===== src/rtl/scpu_v1.sv =====
// Single-cycle MIPS subset core: combinational decode/execute of inst_in,
// PC and register-file commit on the rising clock edge.
module scpu_v1 (
    input  logic        clk,
    input  logic        reset,
    input  logic [31:0] inst_in,
    input  logic [31:0] Data_in,
    input  logic [4:0]  test_reg_index,
    output logic        mem_w,
    output logic [31:0] PC_out,
    output logic [31:0] Addr_out,
    output logic [31:0] Data_out,
    output logic [31:0] test_reg_result
);

    typedef enum logic [5:0] {
        OP_RTYPE = 6'h00,
        OP_J     = 6'h02,
        OP_JAL   = 6'h03,
        OP_BEQ   = 6'h04,
        OP_BNE   = 6'h05,
        OP_ADDI  = 6'h08,
        OP_SLTI  = 6'h0A,
        OP_ANDI  = 6'h0C,
        OP_ORI   = 6'h0D,
        OP_LUI   = 6'h0F,
        OP_LW    = 6'h23,
        OP_SW    = 6'h2B
    } opcode_e;

    typedef enum logic [5:0] {
        FN_SLL = 6'h00,
        FN_SRL = 6'h02,
        FN_JR  = 6'h08,
        FN_ADD = 6'h20,
        FN_SUB = 6'h22,
        FN_AND = 6'h24,
        FN_OR  = 6'h25,
        FN_NOR = 6'h27,
        FN_SLT = 6'h2A
    } funct_e;

    logic [31:0] r_pc;
    logic [31:0] r_regs [32];

    opcode_e     w_op;
    funct_e      w_fn;
    logic [4:0]  w_rs;
    logic [4:0]  w_rt;
    logic [4:0]  w_rd;
    logic [4:0]  w_sh;
    logic [15:0] w_imm;
    logic [31:0] w_sext;
    logic [31:0] w_zext;
    logic [31:0] w_rs_val;
    logic [31:0] w_rt_val;
    logic [31:0] w_pc4;
    logic [31:0] w_br_tgt;
    logic [31:0] w_j_tgt;
    logic [31:0] w_alu;
    logic [31:0] w_wd;
    logic [4:0]  w_wa;
    logic        w_we;
    logic        w_mem_w;
    logic [31:0] w_next_pc;

    assign w_op     = opcode_e'(inst_in[31:26]);
    assign w_fn     = funct_e'(inst_in[5:0]);
    assign w_rs     = inst_in[25:21];
    assign w_rt     = inst_in[20:16];
    assign w_rd     = inst_in[15:11];
    assign w_sh     = inst_in[10:6];
    assign w_imm    = inst_in[15:0];
    assign w_sext   = {{16{w_imm[15]}}, w_imm};
    assign w_zext   = {16'h0000, w_imm};

    assign w_rs_val = (w_rs == 5'd0) ? '0 : r_regs[w_rs];
    assign w_rt_val = (w_rt == 5'd0) ? '0 : r_regs[w_rt];

    assign w_pc4    = r_pc + 32'd4;
    assign w_br_tgt = w_pc4 + {w_sext[29:0], 2'b00};
    assign w_j_tgt  = {w_pc4[31:28], inst_in[25:0], 2'b00};

    // Decode and execute: ALU result, writeback select, memory strobe, next PC
    always_comb begin
        w_alu     = '0;
        w_wd      = '0;
        w_wa      = '0;
        w_we      = 1'b0;
        w_mem_w   = 1'b0;
        w_next_pc = w_pc4;
        case (w_op)
            OP_RTYPE: begin
                w_wa = w_rd;
                w_we = 1'b1;
                case (w_fn)
                    FN_ADD: w_alu = w_rs_val + w_rt_val;
                    FN_SUB: w_alu = w_rs_val - w_rt_val;
                    FN_AND: w_alu = w_rs_val & w_rt_val;
                    FN_OR:  w_alu = w_rs_val | w_rt_val;
                    FN_NOR: w_alu = ~(w_rs_val | w_rt_val);
                    FN_SLT: w_alu = {31'b0, $signed(w_rs_val) < $signed(w_rt_val)};
                    FN_SLL: w_alu = w_rt_val << w_sh;
                    FN_SRL: w_alu = w_rt_val >> w_sh;
                    FN_JR: begin
                        w_we      = 1'b0;
                        w_next_pc = w_rs_val;
                    end
                    default: w_we = 1'b0;
                endcase
                w_wd = w_alu;
            end
            OP_ADDI: begin
                w_alu = w_rs_val + w_sext;
                w_wa  = w_rt;
                w_we  = 1'b1;
                w_wd  = w_alu;
            end
            OP_SLTI: begin
                w_alu = {31'b0, $signed(w_rs_val) < $signed(w_sext)};
                w_wa  = w_rt;
                w_we  = 1'b1;
                w_wd  = w_alu;
            end
            OP_ANDI: begin
                w_alu = w_rs_val & w_zext;
                w_wa  = w_rt;
                w_we  = 1'b1;
                w_wd  = w_alu;
            end
            OP_ORI: begin
                w_alu = w_rs_val | w_zext;
                w_wa  = w_rt;
                w_we  = 1'b1;
                w_wd  = w_alu;
            end
            OP_LUI: begin
                w_alu = {w_imm, 16'h0000};
                w_wa  = w_rt;
                w_we  = 1'b1;
                w_wd  = w_alu;
            end
            OP_LW: begin
                w_alu = w_rs_val + w_sext;
                w_wa  = w_rt;
                w_we  = 1'b1;
                w_wd  = Data_in;
            end
            OP_SW: begin
                w_alu   = w_rs_val + w_sext;
                w_mem_w = 1'b1;
            end
            OP_BEQ: begin
                w_alu = w_rs_val - w_rt_val;
                if (w_rs_val == w_rt_val) w_next_pc = w_br_tgt;
            end
            OP_BNE: begin
                w_alu = w_rs_val - w_rt_val;
                if (w_rs_val != w_rt_val) w_next_pc = w_br_tgt;
            end
            OP_J: begin
                w_next_pc = w_j_tgt;
            end
            OP_JAL: begin
                w_wa      = 5'd31;
                w_we      = 1'b1;
                w_wd      = w_pc4;
                w_next_pc = w_j_tgt;
            end
            default: begin
                w_alu = '0;
            end
        endcase
    end

    // PC and register-file commit; reset clears all architectural state
    always_ff @(posedge clk or posedge reset) begin
        if (reset) begin
            r_pc <= '0;
            for (int unsigned i = 0; i < 32; i++) begin
                r_regs[i] <= '0;
            end
        end else begin
            r_pc <= w_next_pc;
            if (w_we && (w_wa != 5'd0)) begin
                r_regs[w_wa] <= w_wd;
            end
        end
    end

    // Store strobe is forced low while reset is held, even if inst_in is a SW
    assign mem_w           = w_mem_w & ~reset;
    assign PC_out          = r_pc;
    assign Addr_out        = w_alu;
    assign Data_out        = w_rt_val;
    assign test_reg_result = (test_reg_index == 5'd0) ? '0 : r_regs[test_reg_index];

endmodule


===== config.mk =====
export PLATFORM = sky130hd
export DESIGN_NAME = scpu_v1
export DESIGN_NICKNAME = d
export VERILOG_FILES = /design/src/rtl/scpu_v1.sv
export SDC_FILE = /design/constraint.sdc
export NUM_CORES = 2
export LEC_CHECK = 0
export BUFFER_PORTS_ARGS = -buffer_cell sky130_fd_sc_hd__clkbuf_2
export CAP_MARGIN = 20
export CELL_PAD_IN_SITES_DETAIL_PLACEMENT = 1
export CELL_PAD_IN_SITES_GLOBAL_PLACEMENT = 1
export CORE_ASPECT_RATIO = 1.4
export CORE_UTILIZATION = 29
export CTS_CLUSTER_DIAMETER = 200
export DETAILED_ROUTE_END_ITERATION = 8
export GPL_ROUTABILITY_DRIVEN = 0
export MAX_ROUTING_LAYER = met4
export PLACE_DENSITY_LB_ADDON = 0.15
export RECOVER_POWER = 50
export SYNTH_ARGS = -nofsm -noshare
export SYNTH_HDL_FRONTEND = slang
export SYNTH_SLANG_ARGS = --single-unit

===== constraint.sdc =====
create_clock -name clk -period 38 [get_ports clk]
set_clock_uncertainty 0.2 [all_clocks]
set_input_delay 0 -clock clk [delete_from_list [all_inputs] [get_ports clk]]
set_output_delay 0 -clock clk [all_outputs]
set_load 0.005 [all_outputs]

==> results.py <==
metrics = {
    "status": {
        "outcome": "finished, violations left",
        "failed_checks": "negative hold slack, max-capacitance violations, max-slew violations",
    },
    "synth": {
        "netlist.area_leader.share_pct": 33.2,
        "number_of_cells_produced_by_synthesis": 7892,
        "synth.distinct_cells": 101,
        "synth.yosys.warnings": 0,
        "synth_seq_cells": 1056,
        "synthesis.nets": 8181,
        "synth.largest_area_cell": "sky130_fd_sc_hd__dfrtp_1",
        "netlist_top_cells_area": "sky130_fd_sc_hd__dfrtp_1 33%, sky130_fd_sc_hd__mux4_2 24%, sky130_fd_sc_hd__nor2_1 4.3%",
        "synth.yosys.seq_area_share_pct": 33.2,
        "synth_ff_type": "sky130_fd_sc_hd__dfrtp_1",
        "number_of_enable_flip_flop_cells_after_synthesis": 0,
        "synthesis.area_um2": 79600,
        "syn_avg_cell_area_um2": 10.1,
        "synth-async-reset-ratio_pct": 100,
    },
    "clock_network": {
        "postCtsSetupRepairBufs": 0,
        "cts_buffer_depth": 3,
        "clock-sinks": 1056,
        "cts.reportedPaths.clkPinSlew_ns": 0.07,
        "post_cts_hold_buffers": 56,
        "root_buffer": "sky130_fd_sc_hd__clkbuf_16",
        "tritoncts": "done",
        "h-tree-depth": 3,
        "worst_skew_pair.late_latency_ns": 0.79,
        "cts-buffers-inserted": 114,
        "post_cts_resize_count": 0,
    },
    "die": {
        "chipWidth_um": 445,
        "fp.dieH_um": 622,
        "core.rowCount": 227,
        "fp.coreArea_um2": 273000,
        "initial_core_util_pct": 29.2,
        "fp.dieArea_um2": 277000,
        "ioPinCount": 200,
    },
    "grt": {
        "grt_start_max_net_pins": 178,
        "overall_global_routing_resource_usage_pct": 31.5,
        "grt_pass1_wl_um": 601000,
        "grt.overflow.total": 0,
        "grt_pass1_vias": 74200,
        "antenna_found_initial": 22,
    },
    "detailed_routing": {
        "drt-initial-drc-count": 6523,
        "detail-route-antenna-nets": 0,
        "drtPass1Iterations": 6,
        "viasPerCell": 6.21,
        "route.vias.total": 71600,
        "route.final.wire_length_um": 429000,
        "route.detailed.drc": 0,
        "wl_per_cell_um": 37.2,
    },
    "power": {
        "vdd_drop_max_v": 0.0000391,
        "switching_share_pct": 32.5,
        "cellLeakagePower_nw": 35.9,
        "internal-power_w": 0.00204,
        "part_of_the_total_power_dissipated_in_the_clock_network_pct": 39.5,
        "seq_power_share_pct": 39.4,
        "power.density_cell_area_nw_per_um2": 34.1,
        "comb_power_share_pct": 21.1,
        "netSwitchingPower_w": 0.000982,
    },
    "layout": {
        "design.final.nets": 8051,
        "layout-drive-gt1-share_pct": 21.6,
        "area_growth_from_synthesis_to_final_layout_pct": 11.6,
        "layoutNonFillerInstCount": 11500,
    },
    "sta": {
        "max_slew_margin_pct": -591,
        "hold_viol_final": 2,
        "min_period_ns": 17.70,
        "timing_limited_maximum_frequency_mhz": 56.5,
        "hold_slack_ns": -0.0248,
        "fin_setup_tns_ns": 0,
        "timing.final.max_slew_violations": 1263,
        "share_of_the_cycle_needed_by_the_critical_path_after_routing_pct": 46.6,
        "tightest_slew_ns": 10.36,
        "setup_violation_total_in_the_final_timing_report": 0,
        "unrepaired_setup_endpoints_after_global_routing": "no",
    },
    "worst_setup_path": {
        "crit_path_start_kind": "input pin",
        "critPathMaxFanout": 177,
        "setup.worst_path.end_class": "asynchronous set/reset pin",
        "critical_path_class": "in2async",
        "cp_cell_sequence": "dlygate4sd3_1 > clkbuf_2 > dlygate4sd3_1 > clkinvlp_2 > clkbuf_1 > clkbuf_1 > clkbuf_1",
        "cp.arrival_ns": 17.46,
        "critPathMaxStageDelay_ns": 7.37,
        "timing.critical_path.mode_cell": "sky130_fd_sc_hd__clkbuf_1",
        "slowest_stage_cell_cp": "sky130_fd_sc_hd__clkbuf_1",
        "cpLargestDelayFamily": "buffers and inverters",
        "number_of_buffers_and_inverters_on_the_critical_path": 7,
        "worst_ep_required_time_ns": 37.76,
    },
    "placed_design": {
        "hpwl_um": 296000,
        "place.detailed.instances": 11200,
        "io_buffers": 199,
    },
    "job": {
        "max-cap-violations": 19,
    },
    "min_path": {
        "timing.hold.worst.class": "in2reg",
    },
}
[cell type report]
type	count	area (µm²)
antenna	18	45.0
clock buffer	168	3350
clock inverter	37	467
fill	30500	184000
inverter	163	614
multi-input combinational	5898	49600
sequential	1056	26400
tap	3664	4580
timing repair buffer	529	3740
[cell families after synthesis]
group / synth area share [%]
and+or+nand+nor: 12.2
muxes: 27.5
buffers and inverters: 5.19
DFF: 33.2
xor gates and xnor gates: 1.65
AOI/OAI and AO/OA: 16.7
adders and majority gates: 3.50
[power groups by stage]
| stage | clock, W | sequential [W] | combinational (W) |
|---|---|---|---|
| floorplan | 0 | 0.00120 | 0.000388 |
| global placement | 0 | 0.00121 | 0.000614 |
| detailed placement | 0 | 0.00121 | 0.000619 |
| CTS | 0.00122 | 0.00119 | 0.000628 |
| global route | 0.00125 | 0.00120 | 0.000667 |
| finish | 0.00120 | 0.00119 | 0.000637 |
[layer usage]
layer / vias up / global-route usage [%] / routed length (µm)
li1: 29400 / - / -
met1: 37900 / 36.1 / 162000
met2: 3159 / 51.0 / 208000
met3: 1152 / 4.76 / 25800
met4: 0 / 20.7 / 33400
met5: - / - / 0
[tightest hold or removal path, stage by stage]
cell,delay (ns)
sky130_fd_sc_hd__clkbuf_2,0.08
sky130_fd_sc_hd__a22oi_1,0.10
sky130_fd_sc_hd__o21ai_0,0.33
sky130_fd_sc_hd__inv_1,0.21
sky130_fd_sc_hd__a31oi_1,0.20
[Yosys cell counts (all sizes together) (40+ instances only)]
cell	n
mux4	834
a31oi	194
buf	228
xnor2	121
nand4	59
nand2	807
nor2	910
nand2b	40
nand3	93
dfrtp	1056
mux2i	255
o22ai	41
mux2	52
a21oi	575
a22oi	76
a211oi	42
clkbuf	547
a21o	49
nor3	130
o221ai	44
ha	214
inv	160
o21ai	691
[flip-flops by register name, summed over array words and instances (netlist names)]
name	flops
PC_out	32
r_regs	1024
[placed cells by master, fill, tap and decap left out, types with 29 or more instances in the layout]
| master | instances |
|---|---|
| sky130_fd_sc_hd__a211oi_1 | 34 |
| sky130_fd_sc_hd__a21o_1 | 49 |
| sky130_fd_sc_hd__a21oi_1 | 538 |
| sky130_fd_sc_hd__a21oi_2 | 36 |
| sky130_fd_sc_hd__a221oi_1 | 37 |
| sky130_fd_sc_hd__a222oi_1 | 30 |
| sky130_fd_sc_hd__a22oi_1 | 76 |
| sky130_fd_sc_hd__a31oi_1 | 193 |
| sky130_fd_sc_hd__and3_1 | 35 |
| sky130_fd_sc_hd__buf_4 | 249 |
| sky130_fd_sc_hd__clkbuf_1 | 75 |
| sky130_fd_sc_hd__clkbuf_16 | 116 |
| sky130_fd_sc_hd__clkbuf_2 | 156 |
| sky130_fd_sc_hd__dfrtp_1 | 1056 |
| sky130_fd_sc_hd__dlygate4sd3_1 | 57 |
| sky130_fd_sc_hd__ha_1 | 214 |
| sky130_fd_sc_hd__inv_1 | 151 |
| sky130_fd_sc_hd__mux2_2 | 50 |
| sky130_fd_sc_hd__mux2i_1 | 255 |
| sky130_fd_sc_hd__mux4_2 | 834 |
| sky130_fd_sc_hd__nand2_1 | 789 |
| sky130_fd_sc_hd__nand2b_1 | 40 |
| sky130_fd_sc_hd__nand3_1 | 90 |
| sky130_fd_sc_hd__nand4_1 | 59 |
| sky130_fd_sc_hd__nor2_1 | 878 |
| sky130_fd_sc_hd__nor3_1 | 118 |
| sky130_fd_sc_hd__o21ai_0 | 629 |
| sky130_fd_sc_hd__o21ai_1 | 59 |
| sky130_fd_sc_hd__o221ai_1 | 44 |
| sky130_fd_sc_hd__o22a_1 | 38 |
| sky130_fd_sc_hd__o22ai_1 | 41 |
| sky130_fd_sc_hd__or3_1 | 35 |
| sky130_fd_sc_hd__xnor2_1 | 119 |
| sky130_fd_sc_hd__xor2_1 | 29 |
[metrics by stage]
| stage | total power [W] | hold slack (ns) | setup WS (ns) | area, µm² | util [%] |
|---|---|---|---|---|---|
| 3_5_place_dp | 0.00183 | -0.0532 | 27.29 | 84400 | 30.9 |
| 6_report | 0.00303 | -0.0248 | 20.30 | 88800 | 32.5 |
| 4_1_cts | 0.00304 | 0.0195 | 27.24 | 88800 | 32.5 |
| 5_1_grt | 0.00312 | 0.0354 | 17.11 | 88800 | 32.5 |
| 3_3_place_gp | 0.00182 | -0.0590 | 27.18 | 84400 | 30.9 |
| 2_1_floorplan | 0.00159 | -0.167 | 8.08 | 79600 | - |
[worst paths after layout]
check                        startpoint            to  slack [ns]  depth (start not counted)
min reg2reg                r_regs[1021]  r_regs[1021]        0.22                          0
max reg2reg                  r_regs[21]   r_regs[316]       30.06                         19
min in group asynchronous         reset    PC_out[23]        1.44                          4
min                         Data_in[21]   r_regs[981]       -0.02                          5
max in group clk            inst_in[21]  Addr_out[28]       21.76                         22
max                               reset   r_regs[826]       20.30                          7
(Power assumes the default switching activity.)
